--- src/rtl/holo_pkg.sv ---
// Shared constants and FSM state type for the POV hologram column pipeline.
package holo_pkg;

  localparam int HOLO_LED_COUNT  = 52;
  localparam int HOLO_TEX_WIDTH  = 256;
  localparam int HOLO_NUM_FRAMES = 24;
  localparam int PIX_W           = 24;

  typedef enum logic [1:0] {
    ST_IDLE  = 2'd0,
    ST_FETCH = 2'd1,
    ST_DRAIN = 2'd2
  } state_t;

endpackage

--- src/rtl/line_buf_ram.sv ---
// Double line buffer storage: one write port, one registered read port.
// Contents are never reset; the owner masks them until a column is loaded.
module line_buf_ram
  import holo_pkg::*;
#(
  parameter int DEPTH = 2 * HOLO_LED_COUNT,
  parameter int WIDTH = PIX_W,
  parameter int AW    = $clog2(DEPTH)
) (
  input  logic             clk,
  input  logic             we,
  input  logic [AW-1:0]    waddr,
  input  logic [WIDTH-1:0] wdata,
  input  logic [AW-1:0]    raddr,
  output logic [WIDTH-1:0] rdata
);

  logic [WIDTH-1:0] mem [DEPTH];
  logic [WIDTH-1:0] rdata_q;

  always_ff @(posedge clk) begin
    if (we) begin
      mem[waddr] <= wdata;
    end
    rdata_q <= mem[raddr];
  end

  assign rdata = rdata_q;

endmodule

--- src/rtl/column_prefetch.sv ---
// Prefetches one texture column into a back line buffer while the strip reads
// the front buffer; banks swap only at a strip start once the back fill is done.
module column_prefetch
  import holo_pkg::*;
#(
  parameter int LED_COUNT  = HOLO_LED_COUNT,
  parameter int TEX_WIDTH  = HOLO_TEX_WIDTH,
  parameter int NUM_FRAMES = HOLO_NUM_FRAMES,
  parameter int ADDR_W     = 19
) (
  input  logic              clk,
  input  logic              reset,
  input  logic [7:0]        col,
  input  logic [7:0]        frame_idx,
  output logic [ADDR_W-1:0] rom_addr,
  input  logic [PIX_W-1:0]  rom_data,
  input  logic [5:0]        px_num,
  output logic [PIX_W-1:0]  pixel,
  output logic              busy,
  output logic              swap,
  output logic              stale
);

  localparam int IDX_W  = $clog2(LED_COUNT + 1);
  localparam int RAM_AW = $clog2(2 * LED_COUNT);

  localparam logic [ADDR_W-1:0] FRAME_STRIDE = ADDR_W'(TEX_WIDTH * LED_COUNT);
  localparam logic [ADDR_W-1:0] ROW_STRIDE   = ADDR_W'(TEX_WIDTH);
  localparam logic [IDX_W-1:0]  LAST_IDX     = IDX_W'(LED_COUNT - 1);
  localparam logic [RAM_AW-1:0] BANK_OFFSET  = RAM_AW'(LED_COUNT);
  localparam logic [7:0]        FRAME_LIMIT  = 8'(NUM_FRAMES);

  state_t              state_q, state_d;
  logic [IDX_W-1:0]    idx_q, idx_d;
  logic [ADDR_W-1:0]   rom_addr_q, rom_addr_d;
  logic [15:0]         tgt_q, tgt_d;
  logic                tgt_valid_q, tgt_valid_d;
  logic                bank_q, bank_d;
  logic                back_valid_q, back_valid_d;
  logic                front_loaded_q, front_loaded_d;
  logic                stale_q, stale_d;
  logic                swap_q, swap_d;
  logic [5:0]          px_prev_q, px_prev_d;
  logic                pix_ok_q, pix_ok_d;

  logic                target_change;
  logic                strip_start;
  logic [7:0]          eff_frame;
  logic [ADDR_W-1:0]   start_addr;
  logic                wr_en;
  logic [IDX_W-1:0]    wr_idx;
  logic [RAM_AW-1:0]   wr_addr;
  logic [RAM_AW-1:0]   rd_addr;
  logic                px_in_range;
  logic [PIX_W-1:0]    rd_data;

  // Out-of-range frame indices fall back to frame 0 rather than reading past the ROM.
  assign eff_frame     = (frame_idx >= FRAME_LIMIT) ? 8'd0 : frame_idx;
  assign start_addr    = ADDR_W'(eff_frame) * FRAME_STRIDE + ADDR_W'(col);
  assign target_change = !tgt_valid_q || ({frame_idx, col} != tgt_q);
  assign strip_start   = (px_prev_q != 6'd0) && (px_num == 6'd0);
  assign px_in_range   = RAM_AW'(px_num) < BANK_OFFSET;

  always_comb begin
    state_d        = state_q;
    idx_d          = idx_q;
    rom_addr_d     = rom_addr_q;
    tgt_d          = tgt_q;
    tgt_valid_d    = tgt_valid_q;
    bank_d         = bank_q;
    back_valid_d   = back_valid_q;
    front_loaded_d = front_loaded_q;
    stale_d        = stale_q;
    swap_d         = 1'b0;
    px_prev_d      = px_num;
    wr_en          = 1'b0;
    wr_idx         = '0;

    case (state_q)
      ST_IDLE: begin
        if (target_change) begin
          state_d      = ST_FETCH;
          tgt_d        = {frame_idx, col};
          tgt_valid_d  = 1'b1;
          idx_d        = '0;
          rom_addr_d   = start_addr;
          back_valid_d = 1'b0;
        end
      end
      ST_FETCH: begin
        // rom_data now holds the word for the address issued last cycle.
        if (idx_q != '0) begin
          wr_en  = 1'b1;
          wr_idx = idx_q - IDX_W'(1);
        end
        if (idx_q == LAST_IDX) begin
          state_d = ST_DRAIN;
        end else begin
          idx_d      = idx_q + IDX_W'(1);
          rom_addr_d = rom_addr_q + ROW_STRIDE;
        end
      end
      ST_DRAIN: begin
        wr_en        = 1'b1;
        wr_idx       = LAST_IDX;
        state_d      = ST_IDLE;
        back_valid_d = 1'b1;
      end
      default: begin
        state_d = ST_IDLE;
      end
    endcase

    if (strip_start) begin
      if (back_valid_q && (state_q == ST_IDLE)) begin
        bank_d         = ~bank_q;
        back_valid_d   = 1'b0;
        swap_d         = 1'b1;
        front_loaded_d = 1'b1;
      end else if (!back_valid_q && ((state_q != ST_IDLE) || target_change)) begin
        stale_d = 1'b1;
      end
    end

    pix_ok_d = px_in_range && front_loaded_d;
  end

  // Bank 0 front means the back half lives at BANK_OFFSET, and vice versa.
  assign wr_addr = bank_q ? RAM_AW'(wr_idx) : (BANK_OFFSET + RAM_AW'(wr_idx));

  // Reading through bank_d lets the first pixel of a new strip see the freshly swapped column.
  always_comb begin
    rd_addr = '0;
    if (px_in_range) begin
      rd_addr = bank_d ? (BANK_OFFSET + RAM_AW'(px_num)) : RAM_AW'(px_num);
    end
  end

  always_ff @(posedge clk or negedge reset) begin
    if (!reset) begin
      state_q        <= ST_IDLE;
      idx_q          <= '0;
      rom_addr_q     <= '0;
      tgt_q          <= '0;
      tgt_valid_q    <= 1'b0;
      bank_q         <= 1'b0;
      back_valid_q   <= 1'b0;
      front_loaded_q <= 1'b0;
      stale_q        <= 1'b0;
      swap_q         <= 1'b0;
      px_prev_q      <= '0;
      pix_ok_q       <= 1'b0;
    end else begin
      state_q        <= state_d;
      idx_q          <= idx_d;
      rom_addr_q     <= rom_addr_d;
      tgt_q          <= tgt_d;
      tgt_valid_q    <= tgt_valid_d;
      bank_q         <= bank_d;
      back_valid_q   <= back_valid_d;
      front_loaded_q <= front_loaded_d;
      stale_q        <= stale_d;
      swap_q         <= swap_d;
      px_prev_q      <= px_prev_d;
      pix_ok_q       <= pix_ok_d;
    end
  end

  line_buf_ram #(
    .DEPTH (2 * LED_COUNT),
    .WIDTH (PIX_W),
    .AW    (RAM_AW)
  ) u_line_buf (
    .clk   (clk),
    .we    (wr_en),
    .waddr (wr_addr),
    .wdata (rom_data),
    .raddr (rd_addr),
    .rdata (rd_data)
  );

  assign rom_addr = rom_addr_q;
  assign busy     = (state_q == ST_FETCH) || (state_q == ST_DRAIN);
  assign swap     = swap_q;
  assign stale    = stale_q;
  assign pixel    = pix_ok_q ? rd_data : '0;

endmodule
--- config.mk ---
export PLATFORM = sky130hd
export DESIGN_NAME = column_prefetch
export DESIGN_NICKNAME = d
export VERILOG_FILES = /design/src/rtl/holo_pkg.sv /design/src/rtl/line_buf_ram.sv /design/src/rtl/column_prefetch.sv
export SDC_FILE = /design/constraint.sdc
export NUM_CORES = 2
export LEC_CHECK = 0
export ABC_AREA = 1
export BUFFER_PORTS_ARGS = -buffer_cell sky130_fd_sc_hd__buf_2
export CORE_MARGIN = 3
export CORE_UTILIZATION = 31
export CTS_BUF_LIST = sky130_fd_sc_hd__clkbuf_4 sky130_fd_sc_hd__clkbuf_8
export DETAILED_ROUTE_END_ITERATION = 10
export GPL_TIMING_DRIVEN = 0
export PLACE_DENSITY = 0.54
export RECOVER_POWER = 100
export SYNTH_ARGS = -nofsm -noshare
export SYNTH_HDL_FRONTEND = slang
export SYNTH_SLANG_ARGS = --single-unit
--- constraint.sdc ---
create_clock -name clk -period 3.5 [get_ports clk]
set_input_delay 0.525 -clock clk [delete_from_list [all_inputs] [get_ports clk]]
set_output_delay 0.525 -clock clk [all_outputs]
set_load 0.05 [all_outputs]
**Word-level counts from Yosys, hierarchy flattened**

Memory sizes are Yosys's and may differ from the RTL's. A register that Yosys moved wholly into a read port is not among the register bits.
Index checks and enable logic that the tools add are counted.

- Bits in registers: 56
- RAM bits: 2496
- Input bits: 48
- Output and inout port bits: 46
- Memories: 1

Memories:

| name | words | width | rd ports | clocked after memory_dff | write ports | line | text |
|---|---|---|---|---|---|---|---|
| u_line_buf.mem | 104 | 24 | 1 | 1 | 1 | line_buf_ram.sv:18 | `logic [WIDTH-1:0] mem [DEPTH];` |

- Add/sub/neg operators: 6
- Multipliers: 1
- $lt $le $gt $ge: 2
- Equality and inequality tests: 7
- Mux-type cells: 30
- Bitwise operators: 2
- Reductions and logical operators: 19

Operators by type and width:

| cell | count |
|---|---|
| $mux W19 | 2 |
| $pmux W19 S2 | 1 |
| $mux W24 | 1 |
| $pmux W6 S2 | 2 |
| $mux W7 | 3 |
| $add A19 B8 Y19 | 1 |
| $add A19 B9 Y19 const B | 1 |
| $mux W6 | 3 |
| $ne A16 B16 Y1 | 1 |
| $add A6 B6 Y7 const A | 2 |
| $mux W1 | 12 |
| $reduce_bool A6 Y1 | 2 |
| $mul A8 B4 Y9 const B | 1 |
| $ge A8 B5 Y1 const B | 1 |
| $mux W8 | 1 |
| $add A6 B1 Y6 const B | 1 |
| $eq A6 B6 Y1 const B | 1 |
| $logic_not A6 Y1 | 1 |
| $lt A6 B6 Y1 const B | 1 |
| $ne A2 B2 Y1 const B | 3 |
| $reduce_and A3 Y1 | 2 |
| $sub A6 B1 Y6 const B | 1 |
| $logic_and A1 B1 Y1 | 4 |
| $mux W2 | 2 |
| other kinds (10) | 17 |

**Logic depth before layout (Yosys ltp)**

- Depth after elaboration: 6
- Gate-level depth with buffers: 21
- Mapped depth without buffers: 19

**Hierarchy**

From an unflattened synthesis, not the netlist that was laid out.

- Cell total of the unflattened synthesis: 8800
- Area total of the unflattened synthesis: 105002.0 µm²

By module, submodules not included:

| module | times used | cells each | area an instance (µm²) | sequential area each (µm²) |
|---|---|---|---|---|
| line_buf_ram | 1 | 8175 | 100859.2 | 75432.3 |
| column_prefetch | 1 | 625 | 4142.7 | 1401.3 |

**Worst setup path after synthesis**

OpenSTA, ideal clock, no wires.

- Path type: reg2reg
- From: register state_q[0]
- To: memory u_line_buf.mem[40][0] (netlist bit) (enable)
- Arrival time: 3.397 ns
- Data required time: 3.095 ns
- Setup slack: -0.302 ns
- Cell stages (with the launch flop): 14
- Path buffers: 0
- Cells stage by stage: dfrtp_1 -> inv_1 -> ha_1 -> inv_1 -> nor2_1 -> nand2_1 -> inv_1 -> ha_1 -> inv_1 -> o21ai_1 -> inv_1 -> nor2_1 -> nand4_2 -> nor2_1

- Cells in the longest elaborated chain, start to end: 4

Ends and longest elaborated chain:

| element | line | text |
|---|---|---|
| from (decl) | column_prefetch.sv:33 | `state_t state_q, state_d;` |
| from (signal assigned) | column_prefetch.sv:154 | `state_q <= state_d;` |
| $eq A2 B2 Y1 or $eq A2 B1 Y1 (tied branches) | column_prefetch.sv:79 | `case (state_q)` |
| $pmux W6 S2 or $pmux W1 S2 (tied branches) | column_prefetch.sv:79 |  |
| $add A6 B6 Y7 or $mux W1 (tied branches) | column_prefetch.sv:129, line_buf_ram.sv:22 |  |
| $mux W7 or $mux W1 (tied branches) | column_prefetch.sv:129, line_buf_ram.sv:23 |  |
| to (decl) | line_buf_ram.sv:18 |  |

Parallel ways exist; a longest one is shown, timed or not.

**Worst setup path after layout**

- From: input port px_num[2]
- To: register u_line_buf.rdata_q[22] (netlist: u_line_buf.rdata[22]), read port of u_line_buf.mem

- Cells in the longest elaborated chain, start to end: 5

Ends and longest elaborated chain:

| element | line | text |
|---|---|---|
| from (decl) | column_prefetch.sv:17 | `input logic [5:0] px_num,` |
| parallel branches: the longest is 4 deep, another holds $add A6 B6 Y7 | - |  |
| $mux W7 (*) | column_prefetch.sv:134 | `if (px_in_range) begin` |
| to (decl) | line_buf_ram.sv:19 | `logic [WIDTH-1:0] rdata_q;` |

Mark *: on every way between the ends.
A chain may end at the register's enable or synchronous reset.

==> flow_metrics.tcl <==
set metrics [dict create \
    status "finished with violations" \
    violations "setup timing" \
    async_reset_ff_share_pct 2.174 \
    wl_per_cell_um 30.14 \
    max-vdd-ir-drop_v 0.0003629 \
    cp_top_family "buffers and inverters" \
    cap_violations 0 \
    grt_pass1_vias 77350 \
    gp_congestion 1.031 \
    crit_top_cell "nand2_1" \
    numCtsBuffers 428 \
    yosysUniqueCellTypes 50 \
    grt_max_degree 79 \
    io_pins 94 \
    setup.worst_path.start "px_num[2]" \
    die_area_um2 358300 \
    hp-class "input pin to flop" \
    slowest_stage "clkbuf_1" \
    htreeDepth 5 \
    worst_slack_ns -0.2578 \
    crit_type "input pin to flop" \
    synth_commonest_cells "edfxtp_1, nand2_1, nor2_1" \
    dpl-instance-area_um2 118700 \
    cp_max_fo 10 \
    cp_cell_sequence "buf_2 -> inv_1 -> ha_1 -> inv_1 -> nand3_4 -> nand2_4 -> clkbuf_2 -> clkbuf_1 -> nand3_1 -> nand2_1 -> nand2_1 -> nand3_1 -> nand3_1 -> nand3_2 -> nand2_1 -> nand2_1 -> nand2_1" \
    path_buf_inv 5 \
    tightest_slew_ns 1.258 \
    grt_antenna_before_repair 66 \
    min_from "rom_data[0]" \
    start_kind "input pin" \
    hold_viol 0 \
    setup_viol 14 \
    combPwrFrac_pct 20.6 \
    syn_to_final_growth_pct 20.71 \
    seqPwrFrac_pct 45.3 \
    post-route-period-util_pct 107.4 \
    drc 0 \
    leakage_uw 0.04945 \
    fin_hold_ws_ns 0.1128 \
    power_density_nw_per_um2 589.5 \
    yosysMostFrequentCell "edfxtp_1" \
    cts_sinks 2576 \
    drt_iter0_markers 13340 \
    initial_core_util_pct 31.30 \
    grt_usage_pct 25.31 \
    power.switching_uw 25280 \
    required_ns 4.43 \
    worst_r2r_endpoint "u_line_buf.rdata[21]" \
    synthTopCellsByArea "edfxtp_1, nand2_1, o21ai_0" \
    worstPathArrival_ns 4.68 \
    tns_ns -0.9687 \
    clock_power_share_pct 34.1 \
    hold_depth 1 \
    clockBufferDepth 4 \
    first_pass_iters 6 \
    yosys_warnings 0 \
    antenna_left 0 \
    cts_tree "done" \
    clkSlewWorstSetupHoldPaths_ns 0.07 \
    synth_top_cell_area_share_pct 68.85 \
    min_to "u_line_buf.mem[78][0]" \
    final_area_um2 131400 \
    wl_um 467700 \
    seq_area_frac_synth_pct 70.58 \
    via_count 82830 \
    rsz0062_at_grt "yes" \
    critPathMaxStageDelay_ns 0.99 \
    grt_overflow_total 0 \
    portBuffers 93 \
    fillers 33700 \
    synth_seq_cells 2576 \
    skew_ns 0.1320 \
    post-dp-hpwl_um 323200 \
    synth_flop_cell "edfxtp_1" \
    fp.dieH_um 598.6 \
    min_period_ns 3.758 \
    synth_edf_count 2496 \
    relSlewSlack_pct 16.13 \
    netlist_instances 9683 \
    r2r-start "state_q[0]" \
    worstSkewPairLatency_ns 1.11 \
    syn-cell-area_um2 108900 \
    clock.fmax_mhz 266.1 \
    rrSetupSlack_ns -0.06 \
    core_um2 347800 \
    switching_share_pct 32.63 \
    power.internal_uw 52190 \
    worstRegToRegCells 18 \
    slew_violations 0 \
    die_x_um 598.6 \
    syn_avg_cell_area_um2 11.24 \
    nNetsFinal 10650 \
    rows 216 \
    vias_per_cell 5.338 \
    drive_gt1_share_pct 17.05 \
    clockRootBuffer "clkbuf_8" \
    grt_pass1_wl_um 627600 \
    cp-end-kind "flop" \
    synth_top_area_cell "edfxtp_1" \
]
metrics by stage:
stage	power, uW	setup WS [ns]	std cells	utilization [%]
floorplan	42450	-0.3022	9685	-
global placement	49220	-3.244	14360	33.10
global route	79510	-0.1132	15500	37.77
finish	77460	-0.2578	15520	37.78
detailed placement	49830	-1.669	14470	34.11
CTS	76500	-0.1575	15470	37.47
power groups by stage:
stage	registers, uW	clock network (uW)	logic [uW]
4_1_cts	35100	26600	14800
5_1_grt	35200	28000	16400
3_5_place_dp	35700	0	14100
6_report	35100	26400	15900
2_1_floorplan	36000	0	6420
3_3_place_gp	35800	0	13400
layout make-up:
type                            instances  area (um2)  share of cell area (%)
Timing Repair Buffer                  441        6120                   4.657
Tap cell                             4578        5728                   4.359
Timing Repair inverter                  1       5.005                0.003808
Clock buffer                          575        7057                   5.370
Antenna cell                           36       90.09                 0.06855
Clock inverter                        185        1134                  0.8626
Sequential cell                      2576       76830                   58.47
Multi-Input combinational cell       5627       27830                   21.18
Inverter                              898        3392                   2.581
Buffer                                599        3221                   2.451
timing repair:
| item | in CTS | in global routing |
|---|---|---|
| hold buffers | 46 | 0 |
| resized for setup | 188 | 283 |
| endpoints found under the hold margin | 733 | 0 |
| setup buffers | 175 | 14 |
| endpoints found under the setup margin | 2520 | 2042 |
| pin swaps | 108 | 14 |
| cloned | 17 | 3 |
per-layer routing:
metal  routed length [um]  vias to the layer above  global-route usage (%)
met5                  163                        -                       0
met4                27570                       24                   12.66
met3                57800                      903                   6.772
met2               196000                     5378                   36.76
met1               186100                    41310                   34.76
li1                     -                    35210                       -
worst max path at each step:
| stage | end | slack [ns] | cells past startpoint |
|---|---|---|---|
| floorplan | u_line_buf.mem[40][0] | -0.30 | 13 |
| global placement | u_line_buf.mem[68][7] | -3.24 | 11 |
| detailed placement | u_line_buf.rdata[19] | -1.67 | 19 |
| CTS | u_line_buf.rdata[0] | -0.16 | 19 |
| global route | u_line_buf.rdata[13] | -0.11 | 18 |
| finish | u_line_buf.rdata[22] | -0.26 | 17 |
kinds of logic (layout without fill, tap and decap cells):
group,Yosys count,in the layout,synth area share [%]
fa+ha+maj,27,27,0.3448
buf+inv,1500,2699,5.594
simple gates,4177,4195,16.35
xor+xnor,19,19,0.1529
flops,2576,2576,70.58
other cells,2,40,0.006898
compound gates,1382,1382,6.975
registers in the layout, summed over array words and instances (netlist names), named ones only:
signal / flops
bank_q: 1
rom_addr: 19
u_line_buf.rdata: 24
u_line_buf.mem: 2496
state_q: 2
tgt_valid_q: 1
front_loaded_q: 1
stale: 1
swap: 1
idx_q: 6
pix_ok_q: 1
px_prev_q: 6
tgt_q: 16
layout by cell type, fill, tap and decap left out, drive strengths merged:
master,count
or2,165
nor3,5
a211oi,1
o21ai,1004
buf,667
bufinv,11
diode,36
dfxtp,24
xor2,15
fa,5
nor2,934
a22oi,10
a211o,1
nand3b,62
clkdlybuf4s15,1
o32ai,5
nor4,2
dlygate4sd3,46
nand3,889
a21oi,68
dfrtp,56
nand4,72
xnor2,4
clkbuf,900
a31oi,1
o21bai,1
o22ai,89
conb,4
a21o,2
o31ai,45
clkinvlp,6
inv,908
o2111ai,2
clkdlybuf4s18,1
clkinv,159
edfxtp,2496
o211ai,153
ha,22
nand2,2066
(Power assumes the default switching activity.)
